<file path="config.mk">
export PLATFORM = sky130hd
export DESIGN_NAME = cpri_rx_unpack
export DESIGN_NICKNAME = d
export VERILOG_FILES = /design/src/rtl/cpri_rx_pkg.sv /design/src/rtl/re_decompress.sv /design/src/rtl/cpri_rx_unpack.sv
export SDC_FILE = /design/constraint.sdc
export NUM_CORES = 1
export LEC_CHECK = 0
export ABC_CLOCK_PERIOD_IN_PS = 3600
export BUFFER_PORTS_ARGS = -buffer_cell sky130_fd_sc_hd__clkbuf_2
export CAP_MARGIN = 30
export CORE_MARGIN = 2
export CORE_UTILIZATION = 55
export DETAILED_ROUTE_END_ITERATION = 8
export GPL_TIMING_DRIVEN = 0
export PLACE_DENSITY_LB_ADDON = 0.08
export SYNTH_ARGS = -nofsm -noshare
export SYNTH_HDL_FRONTEND = slang
export SYNTH_HIERARCHICAL = 1
export SYNTH_SLANG_ARGS = --single-unit
</file>
<file path="constraint.sdc">
create_clock -name clk -period 3.6 [get_ports clk]
set_input_delay 0.36 -clock clk [delete_from_list [all_inputs] [get_ports clk]]
set_output_delay 0.36 -clock clk [all_outputs]
set_load 0.1 [all_outputs]
</file>
<file path="src/rtl/cpri_rx_pkg.sv">
// Shared definitions for the CPRI receive unpacker: header layout, payload
// layout, decompression limits and the parser state encoding.
package cpri_rx_pkg;

    localparam int HDR_MSB   = 63;
    localparam int HDR_LSB   = 29;
    localparam int MAGIC_MSB = 7;
    localparam int MAGIC_LSB = 0;
    localparam logic [7:0] HDR_MAGIC = 8'hA5;

    localparam int SHIFT_MSB = 63;
    localparam int SHIFT_LSB = 60;
    localparam logic [3:0] MAX_SHIFT = 4'd9;

    localparam int RE_W          = 14;
    localparam int IQ_W          = 32;
    localparam int RES_PER_WORD  = 4;
    localparam int WORDS_PER_PRB = 3;

    // Packed in the same order as header bits [63:29], so a cast of that slice parses it.
    typedef struct packed {
        logic [3:0] ch_type;
        logic       cell_idx;
        logic [1:0] ant_idx;
        logic [6:0] slot_idx;
        logic [3:0] sym_idx;
        logic [8:0] prb_idx;
        logic [7:0] info;
    } hdr_t;

    typedef enum logic [1:0] {
        ST_IDLE,
        ST_PAYLOAD,
        ST_DROP
    } state_t;

    function automatic hdr_t parse_hdr(input logic [63:0] w);
        return hdr_t'(w[HDR_MSB:HDR_LSB]);
    endfunction

    function automatic logic magic_ok(input logic [63:0] w);
        return w[MAGIC_MSB:MAGIC_LSB] == HDR_MAGIC;
    endfunction

    function automatic logic [3:0] clamp_shift(input logic [3:0] s);
        return (s > MAX_SHIFT) ? MAX_SHIFT : s;
    endfunction

endpackage

</file>
<file path="src/rtl/re_decompress.sv">
// Expands one 14-bit block-floating-point RE (I7/Q7) to 16+16-bit IQ.
// Purely combinational; the caller supplies an already clamped shift.
module re_decompress
    import cpri_rx_pkg::*;
(
    input  logic [RE_W-1:0] re,
    input  logic [3:0]      shift,
    output logic [IQ_W-1:0] iq
);

    localparam int HALF = RE_W / 2;

    logic signed [15:0] i_ext;
    logic signed [15:0] q_ext;
    logic signed [15:0] i_out;
    logic signed [15:0] q_out;

    always_comb begin
        i_ext = {{(16-HALF){re[RE_W-1]}}, re[RE_W-1:HALF]};
        q_ext = {{(16-HALF){re[HALF-1]}}, re[HALF-1:0]};
        // Shift is at most 9, so a 7-bit signed value never overflows 16 bits.
        i_out = i_ext <<< shift;
        q_out = q_ext <<< shift;
        iq    = {i_out, q_out};
    end

endmodule

</file>
<file path="src/rtl/cpri_rx_unpack.sv">
// CPRI receive unpacker: header parse plus BFP payload expansion, latency 2.
// Optional header magic check is enabled by defining CPRI_RX_HDR_CHK_EN.
module cpri_rx_unpack
    import cpri_rx_pkg::*;
#(
    parameter int NUM_PRB = 4,
    parameter int CNT_W   = 16
) (
    input  logic                                clk,
    input  logic                                rst,
    input  logic                                i_iq_rx_valid,
    input  logic                                i_iq_rx_sop,
    input  logic [63:0]                         i_iq_rx_data,
    output logic                                o_re_vld,
    output logic                                o_re_sop,
    output logic                                o_re_eop,
    output logic [RES_PER_WORD*IQ_W-1:0]        o_re_data,
    output logic [3:0]                          o_ch_type,
    output logic                                o_cell_idx,
    output logic [1:0]                          o_ant_idx,
    output logic [6:0]                          o_slot_idx,
    output logic [3:0]                          o_sym_idx,
    output logic [8:0]                          o_prb_idx,
    output logic [7:0]                          o_info,
    output logic                                o_abort,
    output logic                                o_err_shift,
    output logic                                o_err_hdr,
    output logic [CNT_W-1:0]                    o_drop_cnt
);

    localparam int PAY_WORDS = WORDS_PER_PRB * NUM_PRB;
    localparam int WC_W      = (PAY_WORDS > 1) ? $clog2(PAY_WORDS) : 1;
    localparam logic [WC_W-1:0] LAST_WORD = WC_W'(PAY_WORDS - 1);

    logic        s1_vld;
    logic        s1_sop;
    logic [63:0] s1_data;

    // NOTE: sequential state uses non-blocking assignments so every register
    // samples pre-edge values regardless of process evaluation order.
    always_ff @(posedge clk) begin
        if (rst) begin
            s1_vld  <= 1'b0;
            s1_sop  <= 1'b0;
            s1_data <= '0;
        end else begin
            s1_vld  <= i_iq_rx_valid;
            s1_sop  <= i_iq_rx_sop;
            s1_data <= i_iq_rx_data;
        end
    end

    state_t          state, state_nxt;
    logic [WC_W-1:0] word_cnt, word_cnt_nxt;
    logic [1:0]      phase, phase_nxt;
    logic [8:0]      prb, prb_nxt;
    hdr_t            hdr, hdr_nxt;
    hdr_t            hdr_in;
    logic            hdr_ok;
    logic            emit, emit_sop, emit_eop, abort, drop_inc;

    assign hdr_in = parse_hdr(s1_data);

`ifdef CPRI_RX_HDR_CHK_EN
    assign hdr_ok = magic_ok(s1_data);
`else
    assign hdr_ok = 1'b1;
`endif

    always_ff @(posedge clk) begin
        if (rst) begin
            state      <= ST_IDLE;
            word_cnt   <= '0;
            phase      <= '0;
            prb        <= '0;
            hdr        <= '0;
            o_drop_cnt <= '0;
        end else begin
            state    <= state_nxt;
            word_cnt <= word_cnt_nxt;
            phase    <= phase_nxt;
            prb      <= prb_nxt;
            hdr      <= hdr_nxt;
            if (drop_inc && (o_drop_cnt != {CNT_W{1'b1}}))
                o_drop_cnt <= o_drop_cnt + 1'b1;
        end
    end

    // NOTE: every signal gets a default before any branch; a path that leaves
    // one unassigned would infer a latch.
    always_comb begin
        state_nxt    = state;
        word_cnt_nxt = word_cnt;
        phase_nxt    = phase;
        prb_nxt      = prb;
        hdr_nxt      = hdr;
        emit         = 1'b0;
        emit_sop     = 1'b0;
        emit_eop     = 1'b0;
        abort        = 1'b0;
        drop_inc     = 1'b0;

        if (s1_vld && s1_sop) begin
            // A sop is always a header, whatever state it interrupts.
            abort = (state == ST_PAYLOAD);
            if (hdr_ok) begin
                hdr_nxt      = hdr_in;
                prb_nxt      = hdr_in.prb_idx;
                word_cnt_nxt = '0;
                phase_nxt    = '0;
                state_nxt    = ST_PAYLOAD;
            end else begin
                drop_inc  = 1'b1;
                state_nxt = ST_DROP;
            end
        end else if (s1_vld) begin
            case (state)
                ST_PAYLOAD: begin
                    emit     = 1'b1;
                    emit_sop = (word_cnt == '0);
                    emit_eop = (word_cnt == LAST_WORD);
                    if (emit_eop) begin
                        state_nxt = ST_IDLE;
                    end else begin
                        word_cnt_nxt = word_cnt + 1'b1;
                    end
                    if (phase == 2'd2) begin
                        phase_nxt = 2'd0;
                        prb_nxt   = prb + 9'd1;
                    end else begin
                        phase_nxt = phase + 2'd1;
                    end
                end
                default: drop_inc = 1'b1;
            endcase
        end
    end

    logic [3:0]                   raw_shift;
    logic [3:0]                   eff_shift;
    logic [RES_PER_WORD*IQ_W-1:0] dec_data;

    assign raw_shift = s1_data[SHIFT_MSB:SHIFT_LSB];
    assign eff_shift = clamp_shift(raw_shift);

    for (genvar k = 0; k < RES_PER_WORD; k++) begin : g_re
        re_decompress u_re (
            .re    (s1_data[k*RE_W +: RE_W]),
            .shift (eff_shift),
            .iq    (dec_data[k*IQ_W +: IQ_W])
        );
    end

    always_ff @(posedge clk) begin
        if (rst) begin
            o_re_vld    <= 1'b0;
            o_re_sop    <= 1'b0;
            o_re_eop    <= 1'b0;
            o_re_data   <= '0;
            o_ch_type   <= '0;
            o_cell_idx  <= 1'b0;
            o_ant_idx   <= '0;
            o_slot_idx  <= '0;
            o_sym_idx   <= '0;
            o_prb_idx   <= '0;
            o_info      <= '0;
            o_abort     <= 1'b0;
            o_err_shift <= 1'b0;
        end else begin
            o_re_vld    <= emit;
            o_re_sop    <= emit_sop;
            o_re_eop    <= emit_eop;
            o_abort     <= abort;
            o_err_shift <= emit && (raw_shift > MAX_SHIFT);
            if (emit) begin
                o_re_data  <= dec_data;
                o_prb_idx  <= prb;
                o_ch_type  <= hdr.ch_type;
                o_cell_idx <= hdr.cell_idx;
                o_ant_idx  <= hdr.ant_idx;
                o_slot_idx <= hdr.slot_idx;
                o_sym_idx  <= hdr.sym_idx;
                o_info     <= hdr.info;
            end
        end
    end

`ifdef CPRI_RX_HDR_CHK_EN
    always_ff @(posedge clk) begin
        if (rst) o_err_hdr <= 1'b0;
        else     o_err_hdr <= s1_vld && s1_sop && !hdr_ok;
    end
`else
    assign o_err_hdr = 1'b0;
`endif

endmodule
</file>
After elaboration in Yosys (flattened, before gate mapping)
Index checks and enable logic that the tools add are counted.
{ "totals": {"reg_bits": 292, "inputBits": 68, "out_inout_bits": 185, "word_cells": 78} }
{ "op_classes": {"n_addsub": 4, "order_cmp": 1, "n_eq_ne": 3, "shifts": 8, "n_mux": 16, "n_bitwise": 4, "n_reduce_logical": 15} }
{ "op_table": {"columns": ["cell", "n"], "rows": [
  ["<<< shifter 7 x 4 -> 16 bit", 8],
  ["two-way mux 9 bit", 4],
  ["adder 16 x 1 -> 16 bit (second input constant)", 1],
  ["!= test 16 bit (second input constant)", 1],
  ["two-way mux 1 bit", 10],
  ["adder 9 x 1 -> 9 bit (second input constant)", 1],
  ["AND reduction 3 bit", 3],
  ["nonzero test 2 bit", 4],
  ["adder 4 x 1 -> 4 bit (second input constant)", 1],
  ["== test 4 bit (second input constant)", 1],
  ["> comparator 4 bit (second input constant)", 1],
  ["logical NOT 4 bit", 1],
  ["two-way mux 4 bit", 1],
  ["inverter 1 bit", 4],
  ["OR reduction 2 bit", 2],
  ["OR reduction 4 bit", 1],
  ["logical AND 1 bit", 3],
  ["adder 2 x 1 -> 2 bit (second input constant)", 1],
  ["== test 2 bit (second input constant)", 1],
  ["two-way mux 2 bit", 1],
  ["AND reduction 2 bit", 1]
]} }

Depth between registers and ports, before layout
Gate-level depths: netlist (run 1).
{ "depth": {"word_depth": 5, "mapped_depth": 9, "mapped_depth_nobuf": 7} }

Modules after synthesis
The synthesis (run 1) kept the hierarchy.
{ "modules_own_cells": {"columns": ["module", "n_inst", "cells_each", "area_per_inst_um2", "seq_area_each_um2"], "rows": [
  ["cpri_rx_unpack", 1, 1169, 10039.6, 5845.6],
  ["re_decompress", 4, 132, 999.7, 0.0]
]} }

Worst setup path after synthesis (run 1)
Ideal clock, no wire load.
{ "synth_path": {"path_kind": "register to register", "startpoint": "reg o_drop_cnt[1]", "endpoint": "reg o_drop_cnt[7]", "setup_time_ns": 0.070, "arrival_ns": 2.355, "t_required_ns": 3.530, "slack_ns": 1.174, "stages_incl_launch_ff": 8, "n_path_buf": 2, "synth_period_minus_slack_ns": 2.426, "path_cell_list": "dfxtp_1 > ha_1 > nand3_1 > nor4_4 > buf_4 > buf_6 > o31ai_1 > a21oi_1"} }
{ "synth_between": {"elab_chain_cells": 2, "word_cells_on_any_way": 3, "classes_between": "add/sub (1); eq/ne (1); reduce/logical (1)"} }
{ "synth_lines": {"columns": ["element", "line_no", "rtl"], "rows": [
  ["start: declaration", "cpri_rx_unpack.sv:28", "output logic [CNT_W-1:0] o_drop_cnt"],
  ["start signal: assignment", "cpri_rx_unpack.sv:85", "o_drop_cnt <= o_drop_cnt + 1'b1;"],
  ["parallel branches: the longest is 2 deep, another holds adder 16 x 1 -> 16 bit", null, null]
]} }
Parallel ways; which one is timed is not known.
A chain may end at the register's enable or synchronous reset.

Worst setup path in the final report (run 1)
{ "layout_path": {"startpoint": "reg s1_data[63]", "endpoint": "reg o_re_data[79]"} }
{ "layout_between": {"elab_chain_cells": 3} }
{ "layout_lines": {"columns": ["element", "line_no", "rtl"], "rows": [
  ["start: declaration", "cpri_rx_unpack.sv:37", "logic [63:0] s1_data;"],
  ["start signal: assignment", "cpri_rx_unpack.sv:49", "s1_data <= i_iq_rx_data;"],
  ["> comparator 4 bit", "cpri_rx_pkg.sv:46", "return (s > MAX_SHIFT) ? MAX_SHIFT : s;"],
  ["two-way mux 4 bit", "cpri_rx_pkg.sv:46", null],
  ["net eff_shift[2]", "cpri_rx_unpack.sv:140", "logic [3:0] eff_shift;"],
  ["<<< shifter 7 x 4 -> 16 bit", "re_decompress.sv:23", "q_out = q_ext <<< shift;"],
  ["net dec_data[79]", "cpri_rx_unpack.sv:141", "logic [RES_PER_WORD*IQ_W-1:0] dec_data;"],
  ["end signal: assignment", "cpri_rx_unpack.sv:176", "o_re_data <= dec_data;"],
  ["end: declaration", "cpri_rx_unpack.sv:17", "output logic [RES_PER_WORD*IQ_W-1:0] o_re_data,"]
]} }
The timed path passes the listed nets, and every way through them passes these cells.

==> results of run 1 <==
==> worst max-delay path by stage <==
stage,start,end,slack (ns),cells after the start
finish,s1_data[63],o_re_data[79],0.99,8
global route,s1_data[63],o_re_data[79],0.75,8
CTS,s1_data[63],o_re_data[59],1.06,7
detailed placement,s1_data[63],o_re_data[59],1.08,7
global placement,s1_data[63],o_re_data[60],-0.22,7
floorplan,o_drop_cnt[1],o_drop_cnt[7],1.17,7
==> registers in the layout, indices dropped and copies added (netlist names), 2 cells and up <==
register	flops
prb	9
hdr	26
s1_data	64
o_slot_idx	7
o_re_data	128
o_ch_type	4
o_info	8
o_ant_idx	2
o_prb_idx	9
o_drop_cnt	16
o_sym_idx	4
word_cnt	4
phase	2
==> where the power goes <==
part	switching [W]	total [W]	internal [W]	leakage (nW)
combinational	0.000540	0.000895	0.000355	3.85
sequential	0.0000702	0.00336	0.00329	2.37
clock	0.00134	0.00316	0.00182	0.494
==> cells in the mapped netlist, types with 9 or more instances <==
cell	instances	area share, %
nand2_1	426	11
dfxtp_1	292	42
a21oi_1	236	8.4
nor2b_1	89	4.0
nor2_1	72	1.9
clkbuf_1	56	1.5
buf_2	49	1.7
mux2_2	32	2.6
a31oi_1	24	1.1
o21ai_0	23	0.82
and3_1	22	0.98
nand3_1	21	0.75
and3b_1	20	1.2
mux2i_1	18	1.3
nor3b_1	18	0.96
a211oi_1	17	0.91
a22oi_1	16	0.86
a32oi_1	16	1.0
mux2_4	16	1.7
o22ai_1	16	0.71
o21ai_1	15	0.53
nor3_1	13	0.46
o31ai_1	13	0.70
nand4_1	12	0.53
buf_4	11	0.59
or3_1	9	0.40
==> metal layers <==
| metal | vias to the layer above | GRT usage [%] | routed length, um |
|---|---|---|---|
| li1 | 6568 | - | - |
| met1 | 6451 | 42.5 | 18500 |
| met2 | 573 | 50.8 | 20100 |
| met3 | 87 | 3.84 | 3010 |
| met4 | 0 | 10.2 | 1330 |
| met5 | - | 0 | 0 |
==> worst max-delay path, cell delays in order, from the launching register on <==
cell and delay [ns]:
dfxtp_1 0.38, nor2b_2 0.58, buf_8 0.25, buf_2 0.25, clkbuf_1 0.43, nand2_1 0.17
o21ai_1 0.21, nand2_1 0.08, a21oi_1 0.16
==> layout make-up <==
cell class              count  area (um2)
well taps                 330         413
repair buffers            275        1520
inverters                  15        56.3
clock buffers              41         853
multi-input cells        1259        7440
clock inverters            15         161
diodes                      1        2.50
plain buffers             131         697
fillers                  2206        8110
flip-flops and latches    292        5850
==> repair_timing <==
action / in CTS / in global routing
hold buffers: 23 / 0
setup buffers: 0 / 0
hold endpoints to repair: 23 / 0
==> logic make-up after synthesis <==
logic type | Yosys count | synth area share [%]
AOI/OAI and AO/OA | 415 | 17.6
xor gates and xnor gates | 10 | 0.624
adders and majority gates | 4 | 0.357
buffers and inverters | 146 | 5.37
DFF | 292 | 41.6
muxes | 90 | 9.63
other | 1 | 0.0267
and+or+nand+nor | 739 | 24.7
==> metrics by stage <==
| step | area (um2) | power, W |
|---|---|---|
| 6_report | 17000 | 0.00742 |
| 5_1_grt | 17000 | 0.00766 |
| 4_1_cts | 17000 | 0.00744 |
| 3_5_place_dp | 15800 | 0.00428 |
| 3_3_place_gp | 15700 | 0.00427 |
| 2_1_floorplan | 14000 | 0.00403 |
==> flow_summary.json, run 1 <==
{
  "status": "complete, no violations",
  "grt_max_degree": 19,
  "dieHeight_um": 164,
  "pin_count": 253,
  "skew_ns": 0.0198,
  "synth-edff-count": 0,
  "core_region_area_mm2": 0.0251,
  "fmax_ghz": 0.384,
  "synth_warnings": 6,
  "required_ns": 4.08,
  "dieArea_mm2": 0.0268,
  "holdPathStages": 2,
  "async_reset_ff_share_pct": 0,
  "place_ws_ns": 1.08,
  "endpoint_kind": "register",
  "ys_seq_elements": 292,
  "layout_common_cells": "nand2_1, dfxtp_1, clkbuf_2",
  "fp-row-count": 58,
  "cts_htree_levels": 1,
  "via_per_inst": 5.80,
  "criticalPathCategory": "register to register",
  "fin_tns_setup_ns": 0,
  "clk_latency_ns": 0.57,
  "synth_cell_types": 60,
  "start_kind": "register",
  "rr_worst_depth": 8,
  "worstMarginPinSlew_ns": 0.826,
  "hp-class": "input port to register",
  "synth_ff_type": "dfxtp_1",
  "cp.arrival_ns": 3.09,
  "worstPathMaxFanout": 13,
  "cts_tree": "built",
  "leakage_nw": 6.71,
  "synth_cells": 1697,
  "setup_viol": 0,
  "drtIter0Drc": 1200,
  "root_buffer": "clkbuf_16",
  "grtUsageTotal_pct": 31.0,
  "fin_crit_sh_pct": 72.4,
  "numCtsBuffers": 31,
  "setup_slack_ns": 0.993,
  "ff2ff_setup_slack_ns": 0.99,
  "cts.repair.resized": 0,
  "ctsLongestPathBuffers": 3,
  "fin_worst_hold_slack_ns": 0.0108,
  "drt-total-wl_um": 42900,
  "fin_nets": 2077,
  "final_hold_viol_count": 0,
  "hpwl_um": 31400,
  "die_w_um": 164,
  "wl_per_cell_um": 18.2,
  "peakVddDrop_mv": 0.392,
  "cts.sinks": 292,
  "whs_endpoint": "s1_data[10]",
  "p_per_area_mw_per_mm2": 436,
  "synth_area_per_cell_um2": 8.27,
  "r2r_start": "s1_data[63]",
  "hp-start": "i_iq_rx_data[10]",
  "fin_cells": 2359,
  "gp_congestion": 0.965,
  "mostFrequentLayoutCell": "nand2_1",
  "drv_slew": 0,
  "rsz0062_at_grt": "false",
  "synth_nets": 1769,
  "syn_to_final_growth_pct": 21.1,
  "grt_pass1_vias": 12700,
  "antenna_found_initial": 0,
  "ant_nets": 0,
  "vias": 13700,
  "numPortBuffers": 250,
  "seq_area_frac_synth_pct": 41.6,
  "dp_cells": 2279,
  "min_period_ns": 2.61,
  "grt_pass1_wl_um": 66700,
  "route.detailed.drc": 0,
  "first_pass_iters": 5,
  "synth_area_mm2": 0.0140,
  "drive_gt1_share_pct": 22.2,
  "slew_headroom_pct": 44.9,
  "drv_cap": 0,
  "start_util_pct": 55.9,
  "grt_overflow": 0,
  "timing.rr.end": "o_re_data[79]",
  "post-route-util_pct": 67.7,
  "clk_pin_slew_ns": 0.06
}
Note: power is estimated with default switching activity, not from simulation.
==> run 2, diff against run 1 <==
- ABC_CLOCK_PERIOD_IN_PS: 3600 -> 2700
- clock period: 3.6 -> 2.7 ns (I/O delays scaled with it)
==> run 2 against run 1 <==
Sequential power is 33% higher. Highest routed layer unchanged. Clock-buffer cell count stayed put. Clock skew is 0.0014 ns lower. Sequential cell count stayed put.
==> flow_summary.json, run 2 (same netlist as run 1, synthesis figures left out) <==
{
  "start_util_pct": 55.9,
  "core_region_area_mm2": 0.0251,
  "top_regs": "o_re_data: 128 flops, s1_data: 64 flops, hdr: 26 flops",
  "die_w_um": 164,
  "fp-row-count": 58,
  "drive_gt1_share_pct": 21.8,
  "rsz0062_at_grt": "false",
  "stdcell_area_mm2": 0.0174,
  "fin_crit_sh_pct": 93.7,
  "critical-path-max-stage-delay_ns": 0.49,
  "clk_pin_slew_ns": 0.06,
  "via_per_inst": 5.77,
  "gp_congestion": 0.965,
  "drv_slew": 0,
  "path_delay_family": "compound AO/OA/AOI/OAI gates",
  "grt_overflow": 0,
  "hpwl_um": 31400,
  "antenna_found_initial": 0,
  "pin_count": 253,
  "slew_headroom_pct": 45.2,
  "required_ns": 3.13,
  "peakVddDrop_mv": 0.587,
  "drt-total-wl_um": 43800,
  "leakage_nw": 6.90,
  "place_ws_ns": 0.179,
  "layout_common_cells": "nand2_1, dfxtp_1, clkbuf_2",
  "grt_max_degree": 19,
  "slowest_stage": "dfxtp_1",
  "cts_tree": "built",
  "vias": 13900,
  "ctsLongestPathBuffers": 3,
  "dieArea_mm2": 0.0268,
  "path_buf_inv": 2,
  "post-route-util_pct": 69.4,
  "largest_register_ffs": 128,
  "skew_ns": 0.0184,
  "post_cts_buffers": 0,
  "start_kind": "register",
  "cts_htree_levels": 1,
  "hp-class": "input port to register",
  "drtIter0Drc": 1199,
  "route.detailed.drc": 0,
  "endpoint_kind": "register",
  "cts.sinks": 292,
  "setup_viol": 0,
  "syn_to_final_growth_pct": 24.2,
  "clk_latency_ns": 0.57,
  "drv_cap": 0,
  "status": "complete, no violations",
  "regMostFlops": "o_re_data",
  "grtUsageTotal_pct": 31.6,
  "numCtsBuffers": 31,
  "worstMarginPinSlew_ns": 0.822,
  "fin_nets": 2120,
  "crit_path_cell_trace": "o21ai_0 > nand2b_1 > buf_6 > buf_12 > mux2_4 > a311oi_1 > o21ai_1 > nand2_1 > a21oi_1",
  "setup_slack_ns": 0.171,
  "mostFrequentLayoutCell": "nand2_1",
  "grt_pass1_wl_um": 68000,
  "grt_pass1_vias": 13000,
  "dieHeight_um": 164,
  "placed_area_mm2": 0.0158,
  "cp.arrival_ns": 2.95,
  "criticalPathCategory": "register to register",
  "worstPathMaxFanout": 10,
  "first_pass_iters": 6,
  "diodes": 0,
  "min_period_ns": 2.53,
  "final_hold_viol_count": 0,
  "p_per_area_mw_per_mm2": 571,
  "fmax_ghz": 0.395,
  "numPortBuffers": 250,
  "wl_per_cell_um": 18.3,
  "ant_nets": 0,
  "root_buffer": "clkbuf_16"
}
==> run 2: cell types whose count changed in the layout (fill, tap and decap cells not counted), sizes merged <==
cell	previous run	this run
dlygate4sd3	23	66
diode	1	0
==> run 2: report_power, final <==
part / switching [W] / internal [W] / total (W)
clock network: 0.00180 / 0.00243 / 0.00423
logic: 0.000734 / 0.000514 / 0.00125
registers: 0.0000942 / 0.00438 / 0.00448
==> run 2: what timing repair did <==
item / in CTS / in global routing
hold buffers: 66 / 0
gates resized for setup: 0 / 3
endpoints found under the hold margin: 66 / 0
setup endpoints to repair: 0 / 7
==> run 2: per-layer routing <==
metal | part of all wire (%) | routed length (um) | global-route usage (%)
met3 | 7.0 | 3080 | 4.07
met1 | 43 | 18800 | 42.9
met5 | 0 | 0 | 0
met2 | 47 | 20500 | 51.7
met4 | 3.3 | 1460 | 11.2
==> run 2: path summary, 6_finish.rpt <==
| kind | startpoint | to | slack (ns) | depth (start not counted) |
|---|---|---|---|---|
| min | rst | s1_data[7] | 0.08 | 2 |
| max | s1_data[63] | o_re_data[79] | 0.17 | 9 |
| max reg2reg | s1_data[63] | o_re_data[79] | 0.17 | 9 |
| min reg2reg | s1_data[56] | hdr[27] | 0.44 | 2 |
==> run 2: layout make-up <==
| cell class | count | area [um2] |
|---|---|---|
| Buffer | 131 | 698 |
| Clock buffer | 41 | 853 |
| Clock inverter | 15 | 161 |
| Fill cell | 2136 | 7680 |
| Inverter | 15 | 56.3 |
| Multi-Input combinational cell | 1259 | 7450 |
| Sequential cell | 292 | 5850 |
| Tap cell | 330 | 413 |
| Timing Repair Buffer | 318 | 1950 |
==> run 2: worst reg2reg max path, stage by stage (launching register included) <==
cell and delay (ns):
dfxtp_1 0.49, o21ai_0 0.20, nand2b_1 0.38, buf_6 0.21, buf_12 0.15, mux2_4 0.34, a311oi_1 0.32, o21ai_1 0.14
nand2_1 0.09, a21oi_1 0.07
==> run 2: stage by stage <==
step | instances | TNS [ns] | power (W) | hold slack (ns)
after global routing | 2401 | 0 | 0.0103 | 0.0827
after floorplan | 1697 | 0 | 0.00537 | 0.398
after detailed placement | 2279 | 0 | 0.00571 | 0.428
final | 2401 | 0 | 0.00996 | 0.0849
after CTS | 2401 | 0 | 0.00997 | 0.0535
after global placement | 2277 | -100.15 | 0.00570 | 0.423
